[src/rtl/alineador_serial_paralelo_pkg.sv]
// -----------------------------------------------------------------------------
// alineador_serial_paralelo_pkg
// Shared constants for the receive-side symbol aligner and the comma detector:
//   SYMBOL_W              width of one 8b/10b symbol
//   COMMA_NEG / COMMA_POS K28.5 in both running disparities
//   align_state_t         HUNT / ALIGN / LOCKED encodings (also the alignState port)
// -----------------------------------------------------------------------------
package alineador_serial_paralelo_pkg;

   localparam int SYMBOL_W = 10;

   localparam logic [SYMBOL_W-1:0] COMMA_NEG = 10'b0011111010;
   localparam logic [SYMBOL_W-1:0] COMMA_POS = 10'b1100000101;

   typedef enum logic [1:0] {
      ST_HUNT   = 2'b00,
      ST_ALIGN  = 2'b01,
      ST_LOCKED = 2'b10
   } align_state_t;

endpackage

[src/rtl/alineador_serial_paralelo_detector_coma.sv]
// -----------------------------------------------------------------------------
// detector_coma
// Purely combinational K28.5 detector; shared with the 8b/10b decoder for
// K-symbol flagging.
//   i_symbol [9:0]  candidate 10-bit window
//   o_comma         1 when i_symbol is K28.5 of either running disparity
// -----------------------------------------------------------------------------
module detector_coma
   import alineador_serial_paralelo_pkg::*;
(
   input  logic [SYMBOL_W-1:0] i_symbol,
   output logic                o_comma
);

   assign o_comma = (i_symbol == COMMA_NEG) || (i_symbol == COMMA_POS);

endmodule

[src/rtl/alineador_serial_paralelo.sv]
// -----------------------------------------------------------------------------
// alineador_serial_paralelo
// Receive front end: shifts in the serial stream, finds 10-bit symbol
// boundaries with K28.5 commas and emits one aligned symbol per 10 bit-clocks.
// A HUNT / ALIGN / LOCKED machine tracks lock.
//   clk          bit-rate clock
//   rst          asynchronous active-low reset
//   enb          clock enable; when low everything holds, symbolValid is 0
//   serialIn     serial bit, bit 9 of each symbol first
//   symbolOut    last aligned symbol (registered)
//   symbolValid  one-cycle pulse when symbolOut is updated
//   isComma      symbolOut is a K28.5
//   locked       state is LOCKED
//   alignState   00 HUNT, 01 ALIGN, 10 LOCKED
//   lossCnt      (only with RX_ERRCNT_EN) saturating LOCKED->HUNT counter
// Optional feature macro: RX_ERRCNT_EN
// -----------------------------------------------------------------------------
module alineador_serial_paralelo
   import alineador_serial_paralelo_pkg::*;
#(
   parameter int LOCK_COMMAS = 3,
   parameter int LOSS_ERRS   = 4
)
(
   input  logic                clk,
   input  logic                rst,
   input  logic                enb,
   input  logic                serialIn,
   output logic [SYMBOL_W-1:0] symbolOut,
   output logic                symbolValid,
   output logic                isComma,
   output logic                locked,
   output logic [1:0]          alignState
`ifdef RX_ERRCNT_EN
   ,
   output logic [7:0]          lossCnt
`endif
);

   localparam int CW = $clog2(LOCK_COMMAS + 1);
   localparam int EW = $clog2(LOSS_ERRS + 1);

   logic [SYMBOL_W-1:0] r_shift;
   logic [3:0]          r_bit_cnt;
   logic [CW-1:0]       r_comma_cnt;
   logic [EW-1:0]       r_err_cnt;
   align_state_t        r_state;
   logic [SYMBOL_W-1:0] r_symbol;
   logic                r_valid;
   logic                r_is_comma;
   logic                r_locked;

   logic [SYMBOL_W-1:0] w_shift_next;
   logic                w_comma;
   logic                w_boundary;
   logic                w_emit;
   align_state_t        w_state_next;
   logic [3:0]          w_bit_next;
   logic [CW-1:0]       w_comma_next;
   logic [EW-1:0]       w_err_next;

   // The comma is judged on the window that includes the bit being sampled now.
   assign w_shift_next = {r_shift[SYMBOL_W-2:0], serialIn};
   assign w_boundary   = (r_bit_cnt == 4'd9);

   detector_coma u_detector_coma (
      .i_symbol (w_shift_next),
      .o_comma  (w_comma)
   );

   // Next-state, counter and emit decisions for the alignment machine.
   always_comb begin
      w_state_next = r_state;
      w_bit_next   = r_bit_cnt;
      w_comma_next = r_comma_cnt;
      w_err_next   = r_err_cnt;
      w_emit       = 1'b0;
      case (r_state)
         ST_HUNT: begin
            w_bit_next = 4'd0;
            if (w_comma) begin
               // The comma itself is the first aligned symbol.
               w_emit       = 1'b1;
               w_comma_next = CW'(1);
               w_err_next   = EW'(0);
               w_state_next = (LOCK_COMMAS == 1) ? ST_LOCKED : ST_ALIGN;
            end else begin
               w_emit = 1'b0;
            end
         end
         ST_ALIGN: begin
            if (w_boundary) begin
               w_emit     = 1'b1;
               w_bit_next = 4'd0;
               if (w_comma) begin
                  if (r_comma_cnt == CW'(LOCK_COMMAS - 1)) begin
                     w_comma_next = CW'(LOCK_COMMAS);
                     w_err_next   = EW'(0);
                     w_state_next = ST_LOCKED;
                  end else begin
                     w_comma_next = r_comma_cnt + CW'(1);
                  end
               end else begin
                  w_comma_next = r_comma_cnt;
               end
            end else if (w_comma) begin
               // A comma off the candidate boundary means the guess was wrong.
               w_bit_next   = 4'd0;
               w_comma_next = CW'(0);
               w_state_next = ST_HUNT;
            end else begin
               w_bit_next = r_bit_cnt + 4'd1;
            end
         end
         ST_LOCKED: begin
            if (w_boundary) begin
               w_emit     = 1'b1;
               w_bit_next = 4'd0;
               if (w_comma) begin
                  w_err_next = EW'(0);
               end else begin
                  w_err_next = r_err_cnt;
               end
            end else if (w_comma) begin
               // Tolerate stray commas until LOSS_ERRS of them accumulate.
               if (r_err_cnt == EW'(LOSS_ERRS - 1)) begin
                  w_bit_next   = 4'd0;
                  w_comma_next = CW'(0);
                  w_err_next   = EW'(0);
                  w_state_next = ST_HUNT;
               end else begin
                  w_bit_next = r_bit_cnt + 4'd1;
                  w_err_next = r_err_cnt + EW'(1);
               end
            end else begin
               w_bit_next = r_bit_cnt + 4'd1;
            end
         end
         default: begin
            w_bit_next   = 4'd0;
            w_comma_next = CW'(0);
            w_err_next   = EW'(0);
            w_state_next = ST_HUNT;
         end
      endcase
   end

   // State, shift register and registered outputs; enb low freezes all of it.
   always_ff @(posedge clk or negedge rst) begin
      if (!rst) begin
         r_shift     <= {SYMBOL_W{1'b0}};
         r_bit_cnt   <= 4'd0;
         r_comma_cnt <= CW'(0);
         r_err_cnt   <= EW'(0);
         r_state     <= ST_HUNT;
         r_symbol    <= {SYMBOL_W{1'b0}};
         r_valid     <= 1'b0;
         r_is_comma  <= 1'b0;
         r_locked    <= 1'b0;
      end else if (enb) begin
         r_shift     <= w_shift_next;
         r_bit_cnt   <= w_bit_next;
         r_comma_cnt <= w_comma_next;
         r_err_cnt   <= w_err_next;
         r_state     <= w_state_next;
         r_valid     <= w_emit;
         r_locked    <= (w_state_next == ST_LOCKED);
         if (w_emit) begin
            r_symbol   <= w_shift_next;
            r_is_comma <= w_comma;
         end
      end else begin
         r_valid <= 1'b0;
      end
   end

   assign symbolOut   = r_symbol;
   assign symbolValid = r_valid;
   assign isComma     = r_is_comma;
   assign locked      = r_locked;
   assign alignState  = r_state;

`ifdef RX_ERRCNT_EN
   logic [7:0] r_loss_cnt;
   logic       w_loss_evt;

   assign w_loss_evt = enb && (r_state == ST_LOCKED) && (w_state_next == ST_HUNT);

   // Saturating count of lock losses.
   always_ff @(posedge clk or negedge rst) begin
      if (!rst) begin
         r_loss_cnt <= 8'd0;
      end else if (w_loss_evt && (r_loss_cnt != 8'hFF)) begin
         r_loss_cnt <= r_loss_cnt + 8'd1;
      end
   end

   assign lossCnt = r_loss_cnt;
`endif

endmodule

[config.mk]
export PLATFORM = sky130hd
export DESIGN_NAME = alineador_serial_paralelo
export DESIGN_NICKNAME = d
export VERILOG_FILES = /design/src/rtl/alineador_serial_paralelo_pkg.sv /design/src/rtl/alineador_serial_paralelo_detector_coma.sv /design/src/rtl/alineador_serial_paralelo.sv
export SDC_FILE = /design/constraint.sdc
export NUM_CORES = 1
export LEC_CHECK = 0
export ABC_AREA = 1
export CAP_MARGIN = 10
export CELL_PAD_IN_SITES_DETAIL_PLACEMENT = 1
export CELL_PAD_IN_SITES_GLOBAL_PLACEMENT = 2
export CORE_MARGIN = 1.5
export CORE_UTILIZATION = 25
export DETAILED_ROUTE_END_ITERATION = 7
export DONT_BUFFER_PORTS = 1
export PLACE_DENSITY_LB_ADDON = 0.1
export SYNTH_ARGS = -nofsm -noshare
export SYNTH_HDL_FRONTEND = slang
export SYNTH_SLANG_ARGS = --single-unit
[constraint.sdc]
create_clock -name clk -period 1.9 [get_ports clk]
set_clock_uncertainty 0.1 [all_clocks]
set_input_delay 0.38 -clock clk [delete_from_list [all_inputs] [get_ports clk]]
set_output_delay 0.38 -clock clk [all_outputs]
set_load 0.05 [all_outputs]
==> results of run 1 <==
[cell usage after synthesis]
master	instances	area, sq um
a21oi_1	4	20.0
a21oi_2	1	8.76
buf_2	1	5.00
buf_6	2	22.5
clkbuf_1	2	7.51
dfrtp_1	33	826
ha_1	8	100
inv_1	28	105
inv_2	7	26.3
nand2_1	51	191
nand2_2	5	31.3
nand2_4	1	11.3
nand3_1	12	60.1
nand3_2	6	60.1
nand3b_1	1	7.51
nand4_1	2	12.5
nor2_1	10	37.5
nor2_2	3	18.8
nor2_4	1	11.3
nor3_4	1	16.3
o211ai_1	1	7.51
o21ai_0	22	110
o21ai_1	6	30.0
o21ai_2	11	96.3
o31ai_1	1	7.51
xor2_1	2	17.5
[where the power goes]
part	internal, mW	switching (mW)
sequential	0.803	0.186
clock	0.427	0.285
combinational	0.222	0.381
total	1.45	0.853
[final timing paths]
check | from | end | slack (ns) | depth (start not counted)
max | r_bit_cnt[1] | r_err_cnt[2] | 0.16 | 7
min | enb | alignState[1] | 0.08 | 1
max reg2reg | r_bit_cnt[1] | r_err_cnt[2] | 0.16 | 7
min reg2reg | r_shift[4] | r_shift[5] | 0.42 | 2
max in group asynchronous | rst | r_err_cnt[1] | 1.06 | 2
min in group asynchronous | rst | alignState[0] | 0.45 | 2
[routing by layer]
layer | part of all wire (%) | vias to the layer above
li1 | - | 730
met1 | 48 | 693
met2 | 47 | 20
met3 | 3.7 | 6
met4 | 1.5 | 0
met5 | 0 | -
[logic make-up after synthesis]
logic type                 Yosys count  share of synthesized area (%)
AOI/OAI and AO/OA                   46                           15.2
xor gates and xnor gates             2                          0.948
adders and majority gates            8                           5.42
buffers and inverters               40                           9.00
DFF                                 33                           44.7
and+or+nand+nor                     93                           24.8
[worst register-to-register path: cells and delay by family, from the launching register on]
kind / cells / cell delay [ns]
flip-flops: 1 / 0.40
AO/OA/AOI/OAI: 2 / 0.49
adder cells (fa/ha/maj): 1 / 0.16
buffers and inverters: 2 / 0.13
AND/OR/NAND/NOR: 2 / 0.36
[cell type report]
cell class                 count  area (sq um)  share of cell area, %
multi-input combinational    149           881                   40.8
sequential                    33           827                   38.3
inverter                      35           131                   6.09
tap                           99           124                   5.74
clock buffer                   6          82.6                   3.83
timing repair buffer           8          75.1                   3.48
clock inverter                 2          37.5                   1.74
[state kept, by name, summed over array words and instances, names as in the netlist]
register	flops
alignState	2
isComma	1
locked	1
r_bit_cnt	4
r_comma_cnt	2
r_err_cnt	3
r_shift	9
symbolOut	10
symbolValid	1
[cells in the final DEF, fill, tap and decap left out, types with 2 or more instances in the layout]
cell type,instances
dfrtp_1,32
a21oi_1,4
nand4_1,2
nand3_1,12
o21ai_1,6
clkbuf_8,6
ha_1,7
xor2_1,2
nand3_2,6
inv_1,28
nor2_1,10
inv_2,7
nand2_1,51
nor2_2,3
nand2_2,5
o21ai_2,12
o21ai_0,21
buf_4,6
[repair_timing]
action | in CTS | in global routing
gates resized for setup | 0 | 5
endpoints found under the setup margin | 0 | 7
hold buffers | 2 | 0
hold endpoints to repair | 33 | 0
==> impl_metrics.toml, run 1 <==
[routing]
routed_via_density = 4.36
vias = 1449
route.detailed.drc = 0
ant_nets = 0
drt-total-wl_microns = 4460
dr.first_iter.drc_count = 39
routedWlPerCell_microns = 13.4
drt_pass1_iterations = 4

[timing]
hold_slack_ns = 0.0796
rsz0062_at_grt = "no"
worst_pin_slew_ns = 0.492
slew_violations = 0
fin_crit_sh_pct = 91.5
setup_ws_ns = 0.162
timing.fmax_ghz = 0.575
relSlewSlack_pct = 67.2
finalSetupViolations = 0
fin_crit_ns = 1.74
timing_hold_violations_final = 0
tns_ns = 0

[power]
p_per_area_nw_per_um2 = 1070
fin_total_pwr_mw = 2.30
ir_drop_uv = 230
leakage_nw = 1.01

[floorplan]
rows = 31
die_y_microns = 89.0
dieArea_sq_um = 7920
fp.coreArea_sq_um = 7210
num_io_pins = 19
start_util_pct = 25.6
die_w_microns = 89.0

[clock_network]
postCtsSetupBuffers = 0
clock_path_buffers = 2
numCtsBuffers = 5
clock-root-buffer = "clkbuf_8"
cts_tree = "done"
clock_latency_ns = 0.29
cts_sinks = 33
path_clk_slew_ns = 0.08
htreeDepth = 2

[global_route]
grt_pass1_vias = 1524
antenna_found_initial = 0
grt_use_total_pct = 12.9
met1_usage_pct = 16.2
grt.met2_usage_pct = 20.9
overflow = 0
grt_pass1_wl_microns = 7600
grt_max_degree = 34
grt_most_used_layer = "met2"
grtUsageMet3_pct = 3.69

[critical_path]
cp_max_fo = 7
crit_buf_inv = 2
end_kind = "flop"
crit_path_start_kind = "flop"
critPathKind = "reg -> reg"
crit_top_cell = "inv_1"
crit_slowest_cell = "dfrtp_1"
max_stage_delay_ns = 0.40
path_cells = "inv_1 > ha_1 > nand3_2 > o21ai_0 > nand4_1 > o21ai_1 > inv_1"
critPathArrivalTime_ns = 1.82
critPathTopFamily = "compound AO/OA/AOI/OAI gates"
critPathRequiredTime_ns = 1.98

[synth]
synthDistinctLibCells = 26
seq_area_frac_synth_pct = 44.7
synth_area_per_cell_sq_um = 8.32
syn-num-nets = 234
syn_inst = 222
ys_warn_count = 0
synth-seq-cells = 33
synth_area_sq_um = 1850

[final_layout]
diodes = 0
final-instance-count-excl-fill = 332
area_growth_pct = 16.8
fin_util_pct = 29.9
n_fill_cell = 881
fin_nets = 244
finish.instance_area_sq_um = 2160
final_layout_size_suffix_gt1_share_pct = 23.2

[place]
dp.cells = 322
gp_congestion = 0.794
placed_cell_area_sq_um = 1980
io_buffers = 0
pre_cts_slack_ns = 0.103
dp_hpwl_microns = 3380

[min_path]
hold_class = "in -> reg"

[status]
status = "complete, no violations"

[run]
drv_cap = 0
(Power assumes the default switching activity.)
==> inputs of run 2 (changes only) <==
--- a/config.mk
+++ b/config.mk
@@ -13,7 +13,7 @@
 export CORE_UTILIZATION = 25
 export DETAILED_ROUTE_END_ITERATION = 7
 export DONT_BUFFER_PORTS = 1
-export PLACE_DENSITY_LB_ADDON = 0.1
+export PLACE_DENSITY = 0.52
 export SYNTH_ARGS = -nofsm -noshare
 export SYNTH_HDL_FRONTEND = slang
 export SYNTH_SLANG_ARGS = --single-unit
==> constraint.sdc (replaced) <==
create_clock -name clk -period 1.9 [get_ports clk]
set_clock_uncertainty 0.1 [all_clocks]
set_input_delay 0.38 -clock clk [delete_from_list [all_inputs] [get_ports clk]]
set_output_delay 0.38 -clock clk [all_outputs]
set_load 0.005 [all_outputs]
==> impl_metrics.toml, run 2 (synthesized netlist as in run 1, its figures left out) <==
[power]
leakage_nw = 0.982
p_seq_share_pct = 41.7
comb_power_share_pct = 26.3
clkPwrFrac_pct = 32.1
fin_total_pwr_mw = 2.16
netSwitchingFraction_pct = 34.7
ir_drop_uv = 329
p_per_area_nw_per_um2 = 1010
p_int_mw = 1.41
switchingPower_mw = 0.748

[timing]
worst_pin_slew_ns = 0.327
timing_hold_violations_final = 0
relSlewSlack_pct = 78.2
timing.fmax_ghz = 0.579
slew_violations = 0
fin_crit_sh_pct = 90.8
finalSetupViolations = 0
hold_slack_ns = 0.0790
rsz0062_at_grt = "no"
fin_crit_ns = 1.73

[clock_network]
cts_sinks = 33
clock-root-buffer = "clkbuf_8"
clock_latency_ns = 0.29
numCtsBuffers = 5
cts_tree = "done"
path_clk_slew_ns = 0.08
htreeDepth = 2
clock_path_buffers = 2

[floorplan]
fp.coreArea_sq_um = 7210
rows = 31
die_w_microns = 89.0
start_util_pct = 25.6
dieArea_sq_um = 7920
die_y_microns = 89.0
num_io_pins = 19

[routing]
drt_pass1_iterations = 4
vias = 1430
drt-total-wl_microns = 4540
routed_via_density = 4.37
dr.first_iter.drc_count = 23
route.detailed.drc = 0
routedWlPerCell_microns = 13.9
ant_nets = 0

[final_layout]
n_fill_cell = 886
final_layout_size_suffix_gt1_share_pct = 22.8
layout_common_cells = "51 x nand2_1, 32 x dfrtp_1, 27 x inv_1, 20 x o21ai_0"
largest_reg_flops = 10
layout_commonest_cell = "nand2_1"
fin_nets = 239
diodes = 0
area_growth_pct = 15.4
finish.instance_area_sq_um = 2130

[min_path]
whs_path_depth = 1
hold_class = "in -> reg"

[critical_path]
cp_max_fo = 23
critPathArrivalTime_ns = 1.79
crit_top_cell = "nand2_2"
end_kind = "flop"
crit_slowest_cell = "dfrtp_1"
critPathKind = "reg -> reg"
max_stage_delay_ns = 0.42
path_cells = "inv_2 > nand2_1 > nor2_2 > nand3_2 > nand2_2 > nand2_2 > nand2_2 > nand2_4 > nand2_1 > o21ai_2"
critPathRequiredTime_ns = 1.97
reg2reg_depth = 10
crit_path_start_kind = "flop"

[global_route]
grt_pass1_vias = 1538
antenna_found_initial = 0
met1_usage_pct = 16.6
grt_max_degree = 34
grt.met2_usage_pct = 21.6
grt_pass1_wl_microns = 7750
overflow = 0
grt_most_used_layer = "met2"
grt_use_total_pct = 13.0
grtUsageMet3_pct = 3.23

[place]
placed_cell_area_sq_um = 1940
gp_congestion = 0.757
dp_hpwl_microns = 3330
io_buffers = 0

[run]
drv_cap = 0

[status]
status = "complete, no violations"
==> run 2: layout make-up <==
class	count	area, sq um	area share [%]
multi-input cells	149	895	42.0
flip-flops and latches	33	827	38.8
inverters	35	134	6.28
well taps	99	124	5.81
clock buffers	5	68.8	3.23
clock inverters	3	46.3	2.17
repair buffers	3	37.5	1.76
==> run 2: timing repair <==
item | 4_1_cts | 5_1_grt
endpoints found under the hold margin | 33 | 0
endpoints found under the setup margin | 2 | 15
resized for setup | 2 | 10
buffers inserted | 0 | 0
hold buffers | 2 | 0
==> run 2: final timing paths <==
| kind | from | slack, ns | endpoint |
|---|---|---|---|
| setup reg to reg | r_shift[1] | 0.17 | symbolOut[4] |
| min in group asynchronous | rst | 0.44 | locked |
| setup / recovery | r_shift[1] | 0.17 | symbolOut[4] |
| hold / removal | enb | 0.08 | alignState[1] |
| hold reg to reg | symbolOut[0] | 0.42 | symbolOut[0] |
| max in group asynchronous | rst | 1.06 | r_bit_cnt[2] |
==> run 2: critical path: cells and delay by family (launching register included) <==
kind,cells,cell delay (ns)
compound gates,1,0.06
buf+inv,1,0.09
flops,1,0.42
simple gates,8,0.92
==> run 2: per-layer routing <==
metal | wire (microns) | share of wire, % | vias up
li1 | - | - | 722
met1 | 2210 | 49 | 681
met2 | 2100 | 46 | 21
met3 | 176 | 3.9 | 6
met4 | 56 | 1.2 | 0
met5 | 0 | 0 | -
==> run 2: power groups by stage <==
stage               clock network, mW  registers [mW]  logic, mW
detailed placement                  0           0.911      0.524
global placement                    0           0.906      0.517
finish                          0.692           0.898      0.566
floorplan                           0           0.888      0.406
global route                    0.767           0.915      0.657
CTS                             0.737           0.896      0.550
==> run 2: per-stage QoR <==
stage / setup TNS [ns] / setup WS, ns / utilization [%] / instances
after floorplan: 0 / 0.246 / - / 222
after global placement: 0 / 0.0178 / 27.0 / 317
after detailed placement: -0.00682 / -0.00682 / 27.0 / 317
after CTS: 0 / 0.0801 / 29.0 / 327
after global routing: 0 / 0.00953 / 29.6 / 327
final: 0 / 0.174 / 29.6 / 327
==> inputs of run 3 (changes only) <==
--- a/config.mk
+++ b/config.mk
@@ -13,6 +13,7 @@
 export CORE_UTILIZATION = 25
 export DETAILED_ROUTE_END_ITERATION = 7
 export DONT_BUFFER_PORTS = 1
+export GPL_TIMING_DRIVEN = 0
 export PLACE_DENSITY = 0.52
 export SYNTH_ARGS = -nofsm -noshare
 export SYNTH_HDL_FRONTEND = slang
==> impl_metrics.toml, run 3 (synthesized netlist as in run 1, its figures left out) <==
[final_layout]
fin_nets = 243
area_growth_pct = 15.9
layout_commonest_cell = "nand2_1"
diodes = 0
finish.instance_area_sq_um = 2140
final-instance-count-excl-fill = 330
final_layout_size_suffix_gt1_share_pct = 23.8
largest_reg_flops = 10
layout_common_cells = "51 x nand2_1, 31 x dfrtp_1, 27 x inv_1, 22 x o21ai_0"
n_fill_cell = 880

[power]
ir_drop_uv = 213
p_per_area_nw_per_um2 = 986
fin_total_pwr_mw = 2.11
leakage_nw = 0.997

[min_path]
hold_class = "in -> reg"

[routing]
route.detailed.drc = 0
drt-total-wl_microns = 4710
dr.first_iter.drc_count = 40
routedWlPerCell_microns = 14.3
ant_nets = 0
routed_via_density = 4.46
vias = 1472
drt_pass1_iterations = 4

[clock_network]
path_clk_slew_ns = 0.07
clock_path_buffers = 2
postCtsSetupBuffers = 0
cts_tree = "done"
cts_sinks = 33
numCtsBuffers = 5
htreeDepth = 2
clock_latency_ns = 0.29
clock-root-buffer = "clkbuf_8"

[critical_path]
end_kind = "flop"
critPathArrivalTime_ns = 1.91
critPathRequiredTime_ns = 1.97
cp_max_fo = 10
critPathKind = "reg -> reg"
crit_path_start_kind = "flop"

[floorplan]
dieArea_sq_um = 7920
rows = 31
fp.coreArea_sq_um = 7210
die_w_microns = 89.0
die_y_microns = 89.0
num_io_pins = 19
start_util_pct = 25.6

[global_route]
grt_use_total_pct = 13.7
grt.met2_usage_pct = 22.6
overflow = 0
antenna_found_initial = 0
grt_pass1_vias = 1609
met1_usage_pct = 17.7
grt_pass1_wl_microns = 8050
grtUsageMet3_pct = 3.69
grt_most_used_layer = "met2"
grt_max_degree = 34

[timing]
relSlewSlack_pct = 68.9
fin_crit_sh_pct = 96.7
finalSetupViolations = 0
worst_pin_slew_ns = 0.466
timing.fmax_ghz = 0.544
tns_ns = 0
rsz0062_at_grt = "yes"
slew_violations = 0
hold_slack_ns = 0.132
timing_hold_violations_final = 0
fin_crit_ns = 1.84

[place]
placed_cell_area_sq_um = 1970
io_buffers = 0
gp_congestion = 0.787
dp_hpwl_microns = 3590
dp.cells = 321

[status]
status = "complete, no violations"

[run]
drv_cap = 0
[run 3: cell type report]
class / instances / area [sq um] / area share [%]
clock buffers: 5 / 68.8 / 3.21
inverters: 35 / 131 / 6.13
plain buffers: 5 / 35.0 / 1.64
repair buffers: 2 / 30.0 / 1.40
well taps: 99 / 124 / 5.78
multi-input cells: 149 / 890 / 41.5
flip-flops and latches: 33 / 828 / 38.7
clock inverters: 2 / 35.0 / 1.64
[run 3: through the flow]
stage                     worst slack, ns  util [%]
after floorplan                     0.246         -
after global placement            -0.0267      27.3
after detailed placement          -0.0614      27.3
after CTS                          0.0199      29.2
after global routing               -0.104      29.7
final                              0.0622      29.7
[run 3: where the power goes]
group	internal [mW]	total [mW]	switching, mW
clock	0.381	0.648	0.267
combinational	0.206	0.557	0.351
sequential	0.806	0.908	0.101
[run 3: per-layer routing]
layer,vias to the layer above,wire (microns)
met1,724,2220
met2,20,2260
li1,724,-
met5,-,0
met4,0,46
met3,4,183
[run 3: path summary, 6_finish.rpt]
path | startpoint | end | slack [ns] | cells past startpoint
worst min-delay path | serialIn | r_shift[0] | 0.13 | 2
worst max-delay path | r_bit_cnt[1] | isComma | 0.06 | 10
worst min register to register | symbolOut[5] | symbolOut[5] | 0.42 | 2
max in group asynchronous | rst | alignState[0] | 1.04 | 2
worst max register to register | r_bit_cnt[1] | isComma | 0.06 | 10
min in group asynchronous | rst | r_shift[7] | 0.46 | 2
[run 3: what timing repair did]
action                     4_1_cts  5_1_grt
resized for setup                1        9
cloned                           0        0
setup endpoints to repair        5       18
hold buffers                     2        0
hold endpoints to repair        33        0
[run 3: critical path, cell delays in order (launching register included)]
cell,delay (ns)
dfrtp_1,0.40
inv_1,0.08
ha_1,0.16
nand3_2,0.16
inv_1,0.26
nand2_1,0.11
nand2_2,0.10
nand2_4,0.07
buf_6,0.15
nand2_1,0.08
o21ai_2,0.05
